**config.mk**
```make
export PLATFORM = sky130hd
export DESIGN_NAME = modbus_uart
export DESIGN_NICKNAME = d
export VERILOG_FILES = /design/src/rtl/modbus_uart_pkg.sv /design/src/rtl/modbus_uart_baud_gen.sv /design/src/rtl/modbus_uart.sv
export SDC_FILE = /design/constraint.sdc
export NUM_CORES = 1
export LEC_CHECK = 0
export ABC_CLOCK_PERIOD_IN_PS = 3200
export BUFFER_PORTS_ARGS = -buffer_cell sky130_fd_sc_hd__buf_4
export CORE_MARGIN = 3
export CORE_UTILIZATION = 60
export CTS_CLUSTER_SIZE = 10
export DETAILED_ROUTE_END_ITERATION = 10
export PLACE_DENSITY = 0.77
export SETUP_SLACK_MARGIN = 0.05
export SYNTH_ARGS = -nofsm -noshare
export SYNTH_HDL_FRONTEND = slang
export SYNTH_SLANG_ARGS = --single-unit
```
**constraint.sdc**
```tcl
create_clock -name clk -period 3.2 [get_ports clk]
set_clock_uncertainty 0.05 [all_clocks]
set_input_delay 0.32 -clock clk [delete_from_list [all_inputs] [get_ports clk]]
set_output_delay 0.32 -clock clk [all_outputs]
set_load 0.01 [all_outputs]
```
**src/rtl/modbus_uart_pkg.sv**
```systemverilog
// Shared constants and types for the ModBus ASCII UART link and its interpreter.
package modbus_uart_pkg;

  localparam int unsigned OVERSAMPLE   = 16;
  localparam logic [7:0]  MODBUS_START = 8'd58;
  localparam logic [7:0]  CR           = 8'd13;
  localparam logic [7:0]  LF           = 8'd10;

  typedef enum logic [2:0] {
    RX_IDLE,
    RX_START,
    RX_DATA,
    RX_STOP,
    RX_BREAK
  } rx_state_e;

  typedef enum logic [1:0] {
    TX_IDLE,
    TX_START,
    TX_DATA,
    TX_STOP
  } tx_state_e;

  // Rounded clock divide for one oversample tick.
  function automatic int unsigned baud_div(input int unsigned clk_hz,
                                           input int unsigned baud,
                                           input int unsigned osr);
    return (clk_hz + (baud * osr) / 2) / (baud * osr);
  endfunction

endpackage

```
**src/rtl/modbus_uart_baud_gen.sv**
```systemverilog
// Free-running divider: one-cycle tick every DIV clocks, shared by RX and TX.
module uart_baud_gen #(
  parameter int unsigned DIV = 4
) (
  input  logic clk,
  input  logic rst_n,
  output logic tick_o
);

  localparam int unsigned CW = (DIV > 1) ? $clog2(DIV) : 1;

  logic [CW-1:0] cnt_q, cnt_d;
  logic          wrap;

  always_comb begin
    wrap  = (cnt_q == CW'(DIV - 1));
    cnt_d = wrap ? '0 : cnt_q + 1'b1;
  end

  always_ff @(posedge clk or negedge rst_n) begin
    if (!rst_n) cnt_q <= '0;
    else        cnt_q <= cnt_d;
  end

  assign tick_o = wrap;

endmodule

```
**src/rtl/modbus_uart.sv**
```systemverilog
// 8N1 UART byte link for the ModBus ASCII interpreter: 16x oversampled RX,
// single-buffered TX, one-byte RxBuf/TxBuf handshakes.
module modbus_uart
  import modbus_uart_pkg::*;
#(
  parameter int unsigned CLK_HZ     = 50_000_000,
  parameter int unsigned BAUD       = 19200,
  parameter int unsigned OVERSAMPLE = modbus_uart_pkg::OVERSAMPLE
) (
  input  logic       clk,
  input  logic       Reset,
  input  logic       RxD,
  output logic       TxD,
  output logic [7:0] RxBuf,
  output logic       RxRdy,
  output logic       RxErr,
  input  logic       Read_RxBuf,
  input  logic [7:0] TxBuf,
  input  logic       Write_TxBuf,
  output logic       TxEmpty
);

  localparam int unsigned DIV = baud_div(CLK_HZ, BAUD, OVERSAMPLE);

  logic tick;

  uart_baud_gen #(.DIV(DIV)) u_baud (
    .clk   (clk),
    .rst_n (Reset),
    .tick_o(tick)
  );

  logic [1:0] rx_sync_q;
  logic       rx_s;
  rx_state_e  rx_state_q, rx_state_d;
  logic [3:0] rx_tick_q, rx_tick_d;
  logic [2:0] rx_bit_q, rx_bit_d;
  logic [7:0] rx_shift_q, rx_shift_d;
  logic [7:0] rx_buf_q, rx_buf_d;
  logic       rx_rdy_q, rx_rdy_d;
  logic       rx_err_q, rx_err_d;

  assign rx_s = rx_sync_q[1];

  always_ff @(posedge clk or negedge Reset) begin
    if (!Reset) begin
      rx_sync_q  <= '1;
      rx_state_q <= RX_IDLE;
      rx_tick_q  <= '0;
      rx_bit_q   <= '0;
      rx_shift_q <= '0;
      rx_buf_q   <= '0;
      rx_rdy_q   <= 1'b0;
      rx_err_q   <= 1'b0;
    end else begin
      rx_sync_q  <= {rx_sync_q[0], RxD};
      rx_state_q <= rx_state_d;
      rx_tick_q  <= rx_tick_d;
      rx_bit_q   <= rx_bit_d;
      rx_shift_q <= rx_shift_d;
      rx_buf_q   <= rx_buf_d;
      rx_rdy_q   <= rx_rdy_d;
      rx_err_q   <= rx_err_d;
    end
  end

  always_comb begin
    rx_state_d = rx_state_q;
    rx_tick_d  = rx_tick_q;
    rx_bit_d   = rx_bit_q;
    rx_shift_d = rx_shift_q;
    rx_buf_d   = rx_buf_q;
    rx_rdy_d   = rx_rdy_q;
    rx_err_d   = rx_err_q;
    if (Read_RxBuf) begin
      rx_rdy_d = 1'b0;
      rx_err_d = 1'b0;
    end
    unique case (rx_state_q)
      RX_IDLE: if (!rx_s) begin
        rx_state_d = RX_START;
        rx_tick_d  = '0;
      end
      RX_START: if (tick) begin
        if (rx_tick_q == 4'd7) begin
          rx_tick_d  = '0;
          rx_bit_d   = '0;
          rx_state_d = rx_s ? RX_IDLE : RX_DATA;
        end else begin
          rx_tick_d = rx_tick_q + 4'd1;
        end
      end
      RX_DATA: if (tick) begin
        rx_tick_d = rx_tick_q + 4'd1;
        if (rx_tick_q == 4'd15) begin
          rx_shift_d = {rx_s, rx_shift_q[7:1]};
          rx_bit_d   = rx_bit_q + 3'd1;
          if (rx_bit_q == 3'd7) rx_state_d = RX_STOP;
        end
      end
      RX_STOP: if (tick) begin
        rx_tick_d = rx_tick_q + 4'd1;
        if (rx_tick_q == 4'd15) begin
          // A completing byte overrides a same-edge acknowledge.
          rx_buf_d   = rx_shift_q;
          rx_rdy_d   = 1'b1;
          rx_err_d   = !rx_s || (rx_rdy_q && !Read_RxBuf);
          rx_state_d = rx_s ? RX_IDLE : RX_BREAK;
        end
      end
      RX_BREAK: if (rx_s) rx_state_d = RX_IDLE;
      default:  rx_state_d = RX_IDLE;
    endcase
  end

  tx_state_e  tx_state_q, tx_state_d;
  logic [3:0] tx_tick_q, tx_tick_d;
  logic [2:0] tx_bit_q, tx_bit_d;
  logic [7:0] tx_shift_q, tx_shift_d;
  logic       txd_q, txd_d;

  always_ff @(posedge clk or negedge Reset) begin
    if (!Reset) begin
      tx_state_q <= TX_IDLE;
      tx_tick_q  <= '0;
      tx_bit_q   <= '0;
      tx_shift_q <= '0;
      txd_q      <= 1'b1;
    end else begin
      tx_state_q <= tx_state_d;
      tx_tick_q  <= tx_tick_d;
      tx_bit_q   <= tx_bit_d;
      tx_shift_q <= tx_shift_d;
      txd_q      <= txd_d;
    end
  end

  always_comb begin
    tx_state_d = tx_state_q;
    tx_tick_d  = tx_tick_q;
    tx_bit_d   = tx_bit_q;
    tx_shift_d = tx_shift_q;
    txd_d      = txd_q;
    unique case (tx_state_q)
      TX_IDLE: if (Write_TxBuf) begin
        tx_shift_d = TxBuf;
        tx_state_d = TX_START;
      end
      TX_START: if (tick) begin
        // Line still high here means the start bit has not begun yet.
        if (txd_q) begin
          txd_d     = 1'b0;
          tx_tick_d = '0;
        end else begin
          tx_tick_d = tx_tick_q + 4'd1;
          if (tx_tick_q == 4'd15) begin
            txd_d      = tx_shift_q[0];
            tx_shift_d = {1'b0, tx_shift_q[7:1]};
            tx_bit_d   = '0;
            tx_state_d = TX_DATA;
          end
        end
      end
      TX_DATA: if (tick) begin
        tx_tick_d = tx_tick_q + 4'd1;
        if (tx_tick_q == 4'd15) begin
          if (tx_bit_q == 3'd7) begin
            txd_d      = 1'b1;
            tx_state_d = TX_STOP;
          end else begin
            txd_d      = tx_shift_q[0];
            tx_shift_d = {1'b0, tx_shift_q[7:1]};
            tx_bit_d   = tx_bit_q + 3'd1;
          end
        end
      end
      TX_STOP: if (tick) begin
        tx_tick_d = tx_tick_q + 4'd1;
        if (tx_tick_q == 4'd15) tx_state_d = TX_IDLE;
      end
      default: tx_state_d = TX_IDLE;
    endcase
  end

  assign TxD     = txd_q;
  assign TxEmpty = (tx_state_q == TX_IDLE);
  assign RxBuf   = rx_buf_q;
  assign RxRdy   = rx_rdy_q;
  assign RxErr   = rx_err_q;

endmodule
```
# ---- After elaboration in Yosys (flattened, before gate mapping)
# Cells that the tools add are included.
# W data, S select, Z words.
dict set report classes {
  n_eq_ne 34
  magnitude_cmp 0
  n_div 0
  n_shift 0
  bitwise 0
  mux 67
  n_reduce_logical 23
  add_sub_neg 5
  n_mul 0
}
# operator n
set ops {}
lappend ops {{$mux W8} 8}
lappend ops {{$mux W3} 20}
lappend ops {{$ne A2 B2 Y1 const B} 19}
lappend ops {{$mux W4} 7}
lappend ops {{$pmux W8 S3} 1}
lappend ops {{$mux W2} 10}
lappend ops {{$reduce_and A9 Y1} 2}
lappend ops {{$pmux W3 S5} 1}
lappend ops {{$mux W1} 14}
lappend ops {{$pmux W3 S2} 2}
lappend ops {{$pmux W4 S3} 1}
lappend ops {{$eq A3 B3 Y1 const B} 3}
lappend ops {{$reduce_and A3 Y1} 3}
lappend ops {{$add A4 B1 Y4 const B} 2}
lappend ops {{$add A8 B1 Y8 const B} 1}
lappend ops {{$eq A4 B4 Y1 const B} 2}
lappend ops {{$eq A8 B8 Y1 const B} 1}
lappend ops {{$pmux W2 S4} 1}
lappend ops {{$pmux W4 S2} 1}
lappend ops {{$reduce_and A4 Y1} 2}
lappend ops {{$reduce_and A8 Y1} 1}
lappend ops {{$reduce_and A7 Y1} 1}
lappend ops {{$add A3 B1 Y3 const B} 2}
lappend ops {{$eq A3 B2 Y1 const B} 2}
lappend ops {{15 further kinds} 22}
dict set report word_totals {
  memories 0
  latchBits 0
  ff_bits 56
  elab_cells 143
  mem_bits_ro 0
  output_inout_bits 12
  ram_bits 0
}

# ---- Longest topological paths before layout
dict set report depth {
  depth_word 6
  mapped_depth 8
}

# ---- Cells and area by module
# A second synthesis with hierarchy kept.
dict set report unflattened {
  hier_cells 247
  hier_area_um2 2782.7
}
# mod area_per_inst_um2 cells_each seq_area_each_um2 n_inst
set modules_own_cells {}
lappend modules_own_cells {modbus_uart 2391.0 211 1204.9 1}
lappend modules_own_cells {uart_baud_gen 391.6 36 200.2 1}

# ---- Worst setup path after synthesis
# Ideal clock, no wire load.
dict set report synth_path {
  path_kind {reg-to-reg}
  from {register u_baud.cnt_q[2]}
  to {register rx_bit_q[0]}
  stages_incl_launch_ff 5
  arrival_ns 1.921
  setup_slack_ns 1.104
  period_less_slack_ns 2.096
  required_time_ns 3.025
  path_cell_list {dfrtp_1 > or3_4 > or2_4 > or4_4 > mux2_4}
}
dict set report synth_between {
  elab_chain_len 3
  word_cells_on_any_way 4
  cone_classes {eq/ne (3); reduce/logical (1)}
}
# element line_no
set synth_rtl {}
lappend synth_rtl {{from (decl)} modbus_uart_baud_gen.sv:12} ;# logic [CW-1:0] cnt_q, cnt_d;
lappend synth_rtl {{from (signal assigned)} modbus_uart_baud_gen.sv:22} ;# else cnt_q <= cnt_d;
lappend synth_rtl {{$eq A8 B8 Y1 (*)} modbus_uart_baud_gen.sv:16} ;# wrap = (cnt_q == CW'(DIV - 1));
lappend synth_rtl {{$ne A2 B2 Y1 (no source line)} n/a}
lappend synth_rtl {{$reduce_and A5 Y1 (no source line) (*)} n/a}
lappend synth_rtl {{to (signal assigned)} modbus_uart.sv:59} ;# rx_bit_q <= rx_bit_d;
lappend synth_rtl {{to (decl)} modbus_uart.sv:37} ;# logic [2:0] rx_bit_q, rx_bit_d;
# Mark *: on every way between the ends. The rest lies on a longest branch, timed or not.
# A chain may end at the register's enable or synchronous reset.

# ---- Final worst setup path
dict set report layout_path {
  from {register u_baud.cnt_q[2]}
  to {register rx_shift_q[5]}
}
dict set report layout_between {
  elab_chain_len 2
}
# element line_no
set layout_rtl {}
lappend layout_rtl {{$eq A8 B8 Y1} modbus_uart_baud_gen.sv:16}
lappend layout_rtl {{$reduce_and A3 Y1 (no source line)} n/a}
lappend layout_rtl {{to (signal assigned)} modbus_uart.sv:60} ;# rx_shift_q <= rx_shift_d;
lappend layout_rtl {{to (decl)} modbus_uart.sv:38} ;# logic [7:0] rx_shift_q, rx_shift_d;
# Every way passes these cells.

==> flow_metrics.py <==
metrics = {
    "cts": {
        "h-tree-depth": 2,
        "cts_resized": 0,
        "numCtsBuffers": 5,
        "clk_transition_reported_paths_ns": 0.10,
        "cts_root_buf": "clkbuf_8",
        "cts_setup_buffers": 0,
        "cts_buffer_depth": 2,
        "cts_hold_buffers": 0,
        "cts_sinks": 56,
        "clock_latency_ns": 0.30,
        "cts_tree": "built",
    },
    "critical_path": {
        "r2r-start": "u_baud.cnt_q[2]",
        "critPathMaxFanout": 8,
        "worstSetupPathType": "reg2reg",
        "start_kind": "flop",
        "cp.arrival_ns": 2.53,
        "reg2reg_slack_ns": 0.81,
        "end_kind": "flop",
        "r2r.worst_path.cells": 5,
        "required_ns": 3.35,
        "reg2reg_to": "rx_shift_q[5]",
    },
    "grt": {
        "grt_usage_pct": 19.4,
        "grt_max_degree": 57,
        "overflow": 0,
        "grt_antenna_before_repair": 0,
        "grt_pass1_vias": 1859,
        "grt_pass1_wl_um": 8350,
    },
    "final_layout": {
        "most-common-layout-cells": "dfrtp_1, mux2_2, buf_4",
        "final_cell_area_um2": 3130,
        "diodes": 0,
        "multiInputGateArea_um2": 1320,
        "syn_to_final_growth_pct": 11.8,
        "fillers": 331,
        "final_util_pct": 70.5,
        "drive_gt1_share_pct": 29.3,
        "finalNonFillerCells": 325,
        "seq_area_um2": 1410,
        "nets": 298,
        "layout_commonest_cell": "dfrtp_1",
    },
    "sta": {
        "min_period_ns": 2.39,
        "worst_pin_slew_ns": 0.678,
        "final-max-slew-violation-count": 0,
        "finalSetupTns_ns": 0,
        "whs_ns": -0.000788,
        "max_slew_margin_pct": 54.8,
        "rsz0062_at_grt": "false",
        "timing.fmax_ghz": 0.419,
        "period_share_pct": 74.6,
        "hold_viol_final": 6,
        "setup_viol": 0,
    },
    "floorplan": {
        "design.die.area_um2": 5530,
        "die_w_um": 74.3,
        "num_rows": 24,
        "io-pin-count": 25,
        "core-area_um2": 4440,
        "die_h_um": 74.3,
        "initial_utilization_pct": 63.1,
    },
    "outcome": {
        "violations": "hold timing",
        "status": "complete, but fails checks",
    },
    "placed_design": {
        "place_congestion": 0.784,
        "dp.cells": 317,
        "placed_area_um2": 3020,
        "dp_hpwl_um": 3340,
        "io_buffers": 24,
    },
    "routing": {
        "vias": 1876,
        "viasPerCell": 5.77,
        "drt-pass1-iter-count": 4,
        "drcViolationCount": 0,
        "wl_per_cell_um": 14.3,
        "drt_iter0_drc": 128,
        "ant_nets": 0,
        "totalWireLength_um": 4630,
    },
    "pwr": {
        "p_per_area_nw_per_um2": 388,
        "p_leak_nw": 1.50,
        "p_sw_share_pct": 20.4,
        "clockPowerShare_pct": 38.0,
        "sequentialPowerShare_pct": 59.1,
        "combPwrFrac_pct": 2.9,
        "switchingPower_w": 0.000248,
        "intPower_w": 0.000969,
        "vdd_drop_max_mv": 0.291,
    },
    "synthesis": {
        "syn_avg_cell_area_um2": 11.3,
        "netlist_area_um2": 2800,
        "synth_top_flop_cell": "dfrtp_1",
        "ys_ff_latch": 56,
        "ys_types": 47,
        "syn-instance-count": 248,
        "ys_warn_count": 0,
        "ys_seq_area_share_pct": 50.1,
        "syn_nets": 274,
        "async_reset_ff_share_pct": 100,
        "synth_edf_count": 0,
    },
    "job": {
        "cap_violations": 0,
    },
    "worst_hold_path": {
        "hp-class": "in2async",
    },
}
==> critical path, stage by stage, from the launching register on <==
cell and delay [ns]:
dfrtp_1 0.44, or3_4 0.42, nor2_1 0.33, nand2_1 0.15, nor3_2 0.50, mux2_2 0.40
==> stage by stage <==
stage / total power [W] / worst slack [ns]
finish: 0.00122 / 0.813
global route: 0.00128 / 0.581
CTS: 0.00123 / 0.810
detailed placement: 0.000771 / 0.829
global placement: 0.000769 / 0.862
floorplan: 0.000742 / 1.10
==> cells by family after synthesis <==
family / count (synthesis) / share of synthesized area (%)
xor gates and xnor gates: 6 / 1.87
and+or+nand+nor: 73 / 13.7
buffers and inverters: 20 / 2.77
adders and majority gates: 13 / 5.80
DFF: 56 / 50.1
muxes: 41 / 16.7
AOI/OAI and AO/OA: 39 / 9.11
==> layout make-up <==
type                       count  area share [%]
sequential                    56            44.8
multi-input combinational    172            42.1
timing repair buffer          25            5.99
clock buffer                   6            2.32
tap                           52            2.08
inverter                      12            1.44
clock inverter                 2            1.24
==> flip-flops by register name, summed over array words and instances (netlist names), 3 cells and up <==
signal / flops
RxBuf: 8
rx_shift_q: 8
tx_shift_q: 8
u_baud.cnt_q: 8
rx_tick_q: 4
tx_tick_q: 4
rx_bit_q: 3
rx_state_q: 3
tx_bit_q: 3
==> metal layers <==
metal	up-vias	part of all wire, %	global-route usage (%)
li1	921	-	-
met1	914	46	26.0
met2	37	50	32.4
met3	4	3.6	4.59
met4	0	0.73	4.15
met5	-	0	0
==> how the worst max path moves through the flow <==
stage                         end  depth (start not counted)  slack (ns)            start
floorplan             rx_bit_q[0]                          4        1.10  u_baud.cnt_q[2]
global placement    rx_shift_q[0]                          5        0.86  u_baud.cnt_q[2]
detailed placement  rx_shift_q[4]                          5        0.83  u_baud.cnt_q[2]
CTS                 rx_shift_q[5]                          5        0.81  u_baud.cnt_q[2]
global route        rx_shift_q[5]                          7        0.58  u_baud.cnt_q[0]
finish              rx_shift_q[5]                          5        0.81  u_baud.cnt_q[2]
==> synth_stat cells, drive strengths merged (2+ instances only) <==
cell type	instances	area [µm²]
clkbuf	4	15.0
or2	2	15.0
a22oi	2	15.0
o21ai	13	65.1
mux2i	5	50.1
nor2	19	71.3
dfrtp	53	1330
nand3	4	20.0
and3	6	38.8
o22ai	5	31.3
nor2b	4	25.0
xor2	2	17.5
nand2b	3	18.8
a21oi	6	30.0
inv	12	45.0
dfstp	3	78.8
a31oi	2	12.5
a221oi	2	23.8
ha	13	163
nor3	6	46.3
xnor2	4	35.0
nand2	21	78.8
buf	4	17.5
mux2	36	417
nand3b	2	15.0
==> power groups by stage <==
stage	Sequential, W	Combinational (W)	Clock (W)
2_1_floorplan	0.000730	0.0000121	0
3_3_place_gp	0.000732	0.0000365	0
3_5_place_dp	0.000733	0.0000376	0
4_1_cts	0.000719	0.0000376	0.000474
5_1_grt	0.000720	0.0000412	0.000515
6_report	0.000719	0.0000359	0.000462
Power figures use the tool's default switching activity.
